[src/rtl/box_shape_drawer_pkg.sv]
// -----------------------------------------------------------------------------
// display_pkg
// Shared definitions for the display datapath: screen geometry, the drawer
// state encoding (also decoded by the controller FSM) and the on-screen test
// used by both the box drawer and the background-fill path.
// -----------------------------------------------------------------------------
package display_pkg;

    localparam int SCREEN_W = 240;
    localparam int SCREEN_H = 180;

    typedef enum logic [1:0] {
        IDLE   = 2'd0,
        LOADED = 2'd1,
        DRAW   = 2'd2,
        DONE   = 2'd3
    } drawer_state_t;

    // Coordinates arrive zero-extended so callers with any X_W/Y_W can use it.
    function automatic logic pixel_visible(input logic [15:0] px, input logic [15:0] py);
        return (px < 16'(SCREEN_W)) && (py < 16'(SCREEN_H));
    endfunction

endpackage

[src/rtl/box_shape_drawer_raster_counter.sv]
// -----------------------------------------------------------------------------
// raster_counter
// Nested column/row counter for rastering a W x H rectangle. dx advances
// every enabled cycle; on its wrap from W-1 to 0 dy advances.
// The next-state values are exported so a consumer can register an address
// derived from the pixel being entered this cycle.
// Ports:
//   clock, reset  : clock, synchronous active-high reset
//   clear         : force both counters to 0 (wins over enable)
//   enable        : advance one pixel
//   nxt_dx/nxt_dy : counter values after this edge
//   last          : current position is (W-1, H-1)
// -----------------------------------------------------------------------------
module raster_counter
    import display_pkg::*;
#(
    parameter int W = 20,
    parameter int H = 10,
    localparam int DX_W = (W > 1) ? $clog2(W) : 1,
    localparam int DY_W = (H > 1) ? $clog2(H) : 1
) (
    input  logic            clock,
    input  logic            reset,
    input  logic            clear,
    input  logic            enable,
    output logic [DX_W-1:0] nxt_dx,
    output logic [DY_W-1:0] nxt_dy,
    output logic            last
);

    logic [DX_W-1:0] dx_r;
    logic [DY_W-1:0] dy_r;
    logic            dx_end_s;
    logic            dy_end_s;

    assign dx_end_s = (dx_r == DX_W'(W - 1));
    assign dy_end_s = (dy_r == DY_W'(H - 1));
    assign last     = dx_end_s && dy_end_s;

    // Next-position logic: clear, row-major advance, or hold.
    always_comb begin
        nxt_dx = dx_r;
        nxt_dy = dy_r;
        if (clear) begin
            nxt_dx = {DX_W{1'b0}};
            nxt_dy = {DY_W{1'b0}};
        end else if (enable) begin
            if (dx_end_s) begin
                nxt_dx = {DX_W{1'b0}};
                if (dy_end_s) begin
                    nxt_dy = {DY_W{1'b0}};
                end else begin
                    nxt_dy = dy_r + DY_W'(1);
                end
            end else begin
                nxt_dx = dx_r + DX_W'(1);
                nxt_dy = dy_r;
            end
        end else begin
            nxt_dx = dx_r;
            nxt_dy = dy_r;
        end
    end

    // Counter state registers.
    always_ff @(posedge clock) begin
        if (reset) begin
            dx_r <= {DX_W{1'b0}};
            dy_r <= {DY_W{1'b0}};
        end else begin
            dx_r <= nxt_dx;
            dy_r <= nxt_dy;
        end
    end

endmodule

[src/rtl/box_shape_drawer.sv]
// -----------------------------------------------------------------------------
// box_shape_drawer
// Latches a box origin and colour, then rasters a filled BOX_W x BOX_H box
// into the frame buffer, one pixel per clock, followed by a one-cycle
// shapeDone pulse.
// Ports:
//   clock, reset           : clock, synchronous active-high reset
//   loadStartAddress       : latch startX/startY and the selected colour
//   startingAddressLoaded  : begin drawing the latched box
//   startX, startY         : box top-left corner
//   noteActive             : selects fillColour (1) or emptyColour (0)
//   fillColour/emptyColour : candidate colours
//   x, y, colour, plot     : registered frame-buffer write port
//   shapeDone              : one-cycle pulse after the last pixel
//   busy                   : high in LOADED, DRAW and DONE
// -----------------------------------------------------------------------------
module box_shape_drawer
    import display_pkg::*;
#(
    parameter int X_W      = 8,
    parameter int Y_W      = 8,
    parameter int BOX_W    = 20,
    parameter int BOX_H    = 10,
    parameter int COLOUR_W = 3
) (
    input  logic                clock,
    input  logic                reset,
    input  logic                loadStartAddress,
    input  logic                startingAddressLoaded,
    input  logic [X_W-1:0]      startX,
    input  logic [Y_W-1:0]      startY,
    input  logic                noteActive,
    input  logic [COLOUR_W-1:0] fillColour,
    input  logic [COLOUR_W-1:0] emptyColour,
    output logic [X_W-1:0]      x,
    output logic [Y_W-1:0]      y,
    output logic [COLOUR_W-1:0] colour,
    output logic                plot,
    output logic                shapeDone,
    output logic                busy
);

    localparam int DX_W = (BOX_W > 1) ? $clog2(BOX_W) : 1;
    localparam int DY_W = (BOX_H > 1) ? $clog2(BOX_H) : 1;

    drawer_state_t       state_r;
    logic [X_W-1:0]      base_x_r;
    logic [Y_W-1:0]      base_y_r;
    logic [COLOUR_W-1:0] base_colour_r;

    logic                start_fire_s;
    logic                advance_s;
    logic [DX_W-1:0]     nxt_dx_s;
    logic [DY_W-1:0]     nxt_dy_s;
    logic                last_s;
    logic [X_W:0]        x_sum_s;
    logic [Y_W:0]        y_sum_s;
    logic                visible_s;

    // Counters are zeroed on the start edge so pixel (0,0) is registered
    // at that same edge; they then step on every DRAW cycle but the last.
    assign start_fire_s = (state_r == LOADED) && startingAddressLoaded;
    assign advance_s    = (state_r == DRAW) && !last_s;

    raster_counter #(
        .W (BOX_W),
        .H (BOX_H)
    ) u_raster (
        .clock  (clock),
        .reset  (reset),
        .clear  (start_fire_s),
        .enable (advance_s),
        .nxt_dx (nxt_dx_s),
        .nxt_dy (nxt_dy_s),
        .last   (last_s)
    );

    // Address of the pixel being entered, one bit wider so the clip test
    // sees the true sum rather than a wrapped one.
    always_comb begin
        x_sum_s   = {1'b0, base_x_r} + (X_W + 1)'(nxt_dx_s);
        y_sum_s   = {1'b0, base_y_r} + (Y_W + 1)'(nxt_dy_s);
        visible_s = pixel_visible(16'(x_sum_s), 16'(y_sum_s));
    end

    // Drawer FSM and registered pixel-write port.
    always_ff @(posedge clock) begin
        if (reset) begin
            state_r       <= IDLE;
            base_x_r      <= {X_W{1'b0}};
            base_y_r      <= {Y_W{1'b0}};
            base_colour_r <= {COLOUR_W{1'b0}};
            x             <= {X_W{1'b0}};
            y             <= {Y_W{1'b0}};
            colour        <= {COLOUR_W{1'b0}};
            plot          <= 1'b0;
            shapeDone     <= 1'b0;
            busy          <= 1'b0;
        end else begin
            case (state_r)
                IDLE: begin
                    plot      <= 1'b0;
                    shapeDone <= 1'b0;
                    if (loadStartAddress) begin
                        base_x_r      <= startX;
                        base_y_r      <= startY;
                        base_colour_r <= noteActive ? fillColour : emptyColour;
                        state_r       <= LOADED;
                        busy          <= 1'b1;
                    end
                end
                LOADED: begin
                    busy <= 1'b1;
                    // Start takes priority over a simultaneous re-load.
                    if (startingAddressLoaded) begin
                        state_r <= DRAW;
                        x       <= x_sum_s[X_W-1:0];
                        y       <= y_sum_s[Y_W-1:0];
                        colour  <= base_colour_r;
                        plot    <= visible_s;
                    end else if (loadStartAddress) begin
                        base_x_r      <= startX;
                        base_y_r      <= startY;
                        base_colour_r <= noteActive ? fillColour : emptyColour;
                    end
                end
                DRAW: begin
                    if (last_s) begin
                        state_r   <= DONE;
                        plot      <= 1'b0;
                        shapeDone <= 1'b1;
                    end else begin
                        x    <= x_sum_s[X_W-1:0];
                        y    <= y_sum_s[Y_W-1:0];
                        plot <= visible_s;
                    end
                end
                DONE: begin
                    state_r   <= IDLE;
                    shapeDone <= 1'b0;
                    busy      <= 1'b0;
                    plot      <= 1'b0;
                end
                default: begin
                    state_r   <= IDLE;
                    plot      <= 1'b0;
                    shapeDone <= 1'b0;
                    busy      <= 1'b0;
                end
            endcase
        end
    end

endmodule

[config.mk]
export PLATFORM = sky130hd
export DESIGN_NAME = box_shape_drawer
export DESIGN_NICKNAME = d
export VERILOG_FILES = /design/src/rtl/box_shape_drawer_pkg.sv /design/src/rtl/box_shape_drawer_raster_counter.sv /design/src/rtl/box_shape_drawer.sv
export SDC_FILE = /design/constraint.sdc
export NUM_CORES = 1
export LEC_CHECK = 0
export CORE_ASPECT_RATIO = 1.4
export CORE_MARGIN = 3
export CORE_UTILIZATION = 35
export CTS_BUF_LIST = sky130_fd_sc_hd__clkbuf_8
export CTS_CLUSTER_SIZE = 28
export DETAILED_ROUTE_END_ITERATION = 16
export PLACE_DENSITY = 0.66
export SLEW_MARGIN = 15
export SYNTH_ARGS = -nofsm -noshare
export SYNTH_HDL_FRONTEND = slang
export SYNTH_HIERARCHICAL = 1
export SYNTH_SLANG_ARGS = --single-unit
export TNS_END_PERCENT = 50
[constraint.sdc]
create_clock -name clock -period 12 [get_ports clock]
set_clock_uncertainty 0.15 [all_clocks]
set_input_delay 1.2 -clock clock [delete_from_list [all_inputs] [get_ports clock]]
set_output_delay 1.2 -clock clock [all_outputs]
set_load 0.05 [all_outputs]
==> results summary <==
STA classifies the critical path startpoint as a register. The number of nets handed over by synthesis was 375. The first-pass GRT wire length came out at 10360 um. The total of warnings raised by yosys came out at 6. The via count of the first global-routing pass came out at 2321. The count of nets left with antenna violations once routing finished came out at 0. The worst setup timing slack at the placement stage came out at 7.755 ns. The HPWL after detailed placement is 4623 um. The height of the die came out at 111.1 um. The post-synthesis cell type count is 51.

Once placement finished, the instance area stood at 0.003311 sq mm. The accumulated negative setup slack is 0 ns. Counting instances, the worst hold path has a depth of 2. The worst max-slew margin expressed relative to the limit came out at 0.4679.

The horizontal die dimension is 81.06 um. The async set-reset flop share out of synthesis came out at 0. The number of antenna violations at the first check in global routing came out at 0. The number of enable flip-flop cells after synthesis is 0. In the final layout, the share of cells above drive strength 1 is 0.05362. The post-detailed-route DRC marker count came out at 0. In the post-route analysis, the smallest setup slack over all paths is 7.852 ns. In the final routed layout, each cell accounts on average for 13.31 um. The critical hold path startpoint is colour[1]$_SDFFE_PP0P_. The shortest period the worst path allows came out at 4.148 ns.

STA classifies the critical path endpoint as a register. The max-slew violation count is 0. The tree is rooted in a sky130_fd_sc_hd__clkbuf_8. The pre-antenna-repair detailed-routing pass consisted of 4 iterations. The count of max-cap constraint violations came out at 0. The post-synthesis instance area is 0.002760 sq mm. The mean instance size in the synthesized netlist came out at 8.364 sq um. The number of hold violations in the final report came to 0. The clock latency reported for the late side of the worst-skew pair came out at 0.31 ns. In the synthesized netlist the dominant register cell turns out to be sky130_fd_sc_hd__dfxtp_1. The final weighted congestion in routability-driven placement came out at 0.8796. The largest voltage drop on the vdd net came out at 0.08844 mV. Of the available clock period, the critical path in the final layout requires 0.3457. The post-cts sizing count came out at 0. For hold timing, the worst endpoint is colour[1]$_SDFFE_PP0P_.

Compared with the post-synthesis result, the final layout area differs by 25.70%. For flop-to-flop paths, the worst setup slack is 7.85 ns. Derived from the worst setup path, the maximum achievable clock frequency is 0.2411 GHz. The number of clock sinks is 52.

The total setup buffers inserted after CTS is 0. The number of buffers inserted by hold repair at cts is 0. The clock tree from TritonCTS is built.

The power per unit of standard cell area came out at 211.8 mW/mm^2. The die covers 0.009003 sq mm. The leakage power figure is 1.319 nW.

The required time reported for the critical path endpoint is 12.10 ns. The aggregate global routing overflow is 0. The largest individual stage delay along the critical path comes from the cell sky130_fd_sc_hd__or4b_4. For this block, the initial DRC count from the detailed router was 103. Counting both buffers and inverters, the worst setup path holds a total of 1. The setup violation total in the final timing report came out at 0. Traced cell by cell, the critical path runs through ha_1 > nand4bb_1 > nor4b_1 > and2b_1 > nand2_1 > or4b_4 > a21oi_1 > inv_1 > fa_1 > nand2b_4 > a21oi_4 > nor3_1 > a21o_1 > a221o_1 > o21ai_1.

The number of cells on the critical path is 15. The critical-path maximum fanout came out at 14. Using the TritonRoute via totals, the vias-per-cell ratio works out to 4.987.

The proportion of synthesized chip area in sequential cells came out at 0.3772. The repair_antennas step left the layout with diodes totalling 0. The post-synthesis instance total is 330. The end of the worst register-to-register path is plot$_SDFFE_PP0P_. For this run, the slowest stage of the critical path takes 0.51 ns.

The number of H-tree levels came out at 2. The number of storage elements in the synthesis netlist is 52. After floorplanning, the core was sized to cover 0.007500 sq mm. The final wirelength is 6256 um. The global-route usage over all layers came out at 0.1449. The initial core utilization came out at 0.3680. The count of cells along the worst register-to-register path is 15.

The final standard cell utilization of the core is 0.4626. The final net count is 417. In this design, the largest share of critical-path delay is due to simple AND/OR/NAND/NOR gates. The path class of the tightest hold or removal check is reg2reg. The run finished with clean final reports. The maximum number of pins on one net before global-route repair came out at 48.

The transition time at the pin with the least slew margin came out at 0.7952 ns. The vias after detailed routing is 2344. The worst register-to-register path begins at u_raster/dx_r[0]$_SDFF_PP0_. At the worst endpoint, the arrival time is 4.25 ns. The number of input and output port buffers inserted is 48. Clock-pin slew was measured on the worst setup and hold paths at 0.10 ns. The clock passes through at most 2 buffers. Setup repair after global routing left no endpoint under its margin.

The TritonCTS buffer count came out at 5. The worst setup path category is reg2reg. The finished layout cell area is 0.003470 sq mm. The floorplan has 37 rows. For this design the top-level I/O count stands at 49.
tightest hold or removal path, cell delays in order (launching register included):
cell and delay, ns:
sky130_fd_sc_hd__dfxtp_1 0.32, sky130_fd_sc_hd__nand2_1 0.05, sky130_fd_sc_hd__a21oi_1 0.05
cell usage in the layout (no fill, tap or decap), types with 2 or more instances in the layout:
master and count:
sky130_fd_sc_hd__a211oi_1 11, sky130_fd_sc_hd__a211oi_2 2, sky130_fd_sc_hd__a21o_1 2, sky130_fd_sc_hd__a21oi_1 38, sky130_fd_sc_hd__and2b_1 2, sky130_fd_sc_hd__and3_1 2
sky130_fd_sc_hd__buf_4 3, sky130_fd_sc_hd__bufinv_16 3, sky130_fd_sc_hd__clkbuf_8 5, sky130_fd_sc_hd__clkdlybuf4s50_1 48, sky130_fd_sc_hd__dfxtp_1 52, sky130_fd_sc_hd__fa_1 2
sky130_fd_sc_hd__ha_1 16, sky130_fd_sc_hd__inv_1 13, sky130_fd_sc_hd__mux2i_1 13, sky130_fd_sc_hd__nand2_1 45, sky130_fd_sc_hd__nand2b_1 5, sky130_fd_sc_hd__nand3_1 2
sky130_fd_sc_hd__nand3b_1 2, sky130_fd_sc_hd__nor2_1 36, sky130_fd_sc_hd__nor2b_1 8, sky130_fd_sc_hd__nor3_1 4, sky130_fd_sc_hd__o21ai_0 15, sky130_fd_sc_hd__or3_1 5
sky130_fd_sc_hd__xnor2_1 6, sky130_fd_sc_hd__xor2_1 7
layout make-up:
class / instances / area [sq um]
Sequential cell: 52 / 1041
Multi-Input combinational cell: 249 / 1597
Fill cell: 790 / 4030
Inverter: 13 / 48.80
Timing Repair Buffer: 51 / 503.0
Clock buffer: 5 / 68.82
Clock inverter: 3 / 90.09
Tap cell: 97 / 121.4
routing by layer:
metal | global-route usage | share of wire | vias up
met5 | 0 | 0 | -
met4 | 0.05862 | 0.023 | 0
met3 | 0.03252 | 0.038 | 9
met2 | 0.2518 | 0.51 | 44
met1 | 0.1665 | 0.43 | 1077
li1 | - | - | 1214
worst max-delay path by stage:
| stage | startpoint | to | slack (ns) |
|---|---|---|---|
| finish | u_raster/dx_r[0]$_SDFF_PP0_ | plot$_SDFFE_PP0P_ | 7.85 |
| global route | u_raster/dx_r[0]$_SDFF_PP0_ | plot$_SDFFE_PP0P_ | 7.60 |
| CTS | u_raster/dx_r[0]$_SDFF_PP0_ | plot$_SDFFE_PP0P_ | 7.89 |
| detailed placement | startingAddressLoaded | plot$_SDFFE_PP0P_ | 7.76 |
| global placement | startingAddressLoaded | plot$_SDFFE_PP0P_ | 7.89 |
| floorplan | u_raster/dx_r[0]$_SDFF_PP0_ | plot$_SDFFE_PP0P_ | 8.21 |
kinds of logic (layout without fill, tap and decap cells):
| kind of cell | after synthesis | after routing | synth area share |
|---|---|---|---|
| AND/OR/NAND/NOR | 122 | 122 | 0.2135 |
| multiplexers | 13 | 13 | 0.04714 |
| adder cells (fa/ha/maj) | 18 | 18 | 0.08704 |
| AO/OA/AOI/OAI | 83 | 83 | 0.1895 |
| XOR/XNOR | 13 | 13 | 0.04125 |
| flip-flops | 52 | 52 | 0.3772 |
| buffers and inverters | 29 | 72 | 0.04443 |
cells in the mapped netlist, types with 2 or more instances:
library cell,count,share of area
sky130_fd_sc_hd__ha_1,16,0.073
sky130_fd_sc_hd__fa_1,2,0.015
sky130_fd_sc_hd__or3_1,5,0.011
sky130_fd_sc_hd__nor2b_1,8,0.018
sky130_fd_sc_hd__xor2_1,7,0.022
sky130_fd_sc_hd__xnor2_1,6,0.019
sky130_fd_sc_hd__a211oi_2,2,0.0091
sky130_fd_sc_hd__and3_1,2,0.0045
sky130_fd_sc_hd__clkbuf_1,10,0.014
sky130_fd_sc_hd__nand3b_1,2,0.0054
sky130_fd_sc_hd__a21o_1,2,0.0054
sky130_fd_sc_hd__nand3_1,2,0.0036
sky130_fd_sc_hd__nor3_1,4,0.0073
sky130_fd_sc_hd__buf_2,5,0.0091
sky130_fd_sc_hd__and2b_1,2,0.0054
sky130_fd_sc_hd__mux2i_1,13,0.047
sky130_fd_sc_hd__inv_1,13,0.018
sky130_fd_sc_hd__o21ai_0,15,0.027
sky130_fd_sc_hd__a21oi_1,38,0.069
sky130_fd_sc_hd__a211oi_1,11,0.030
sky130_fd_sc_hd__nor2_1,36,0.049
sky130_fd_sc_hd__nand2b_1,5,0.011
sky130_fd_sc_hd__nand2_1,45,0.061
sky130_fd_sc_hd__dfxtp_1,52,0.38
flip-flops by register name, indices dropped and copies added (netlist names):
name           flops
colour             3
u_raster/dx_r      5
base_x_r           8
base_y_r           8
x                  8
shapeDone          1
u_raster/dy_r      4
base_colour_r      3
y                  8
plot               1
state_r            2
busy               1
through the flow:
step,instances,hold slack (ns),total power [mW]
after floorplan,330,0.2823,0.4827
after global placement,462,0.2956,0.5755
after detailed placement,462,0.3055,0.5797
after CTS,470,0.3196,0.7464
after global routing,470,0.3356,0.7861
final,470,0.3149,0.7350
report_power, final:
group	total, mW	internal [mW]	switching [mW]
logic	0.327	0.119	0.208
registers	0.243	0.214	0.0287
clock network	0.165	0.104	0.0611
total	0.735	0.437	0.298
Power figures use the tool's default switching activity.
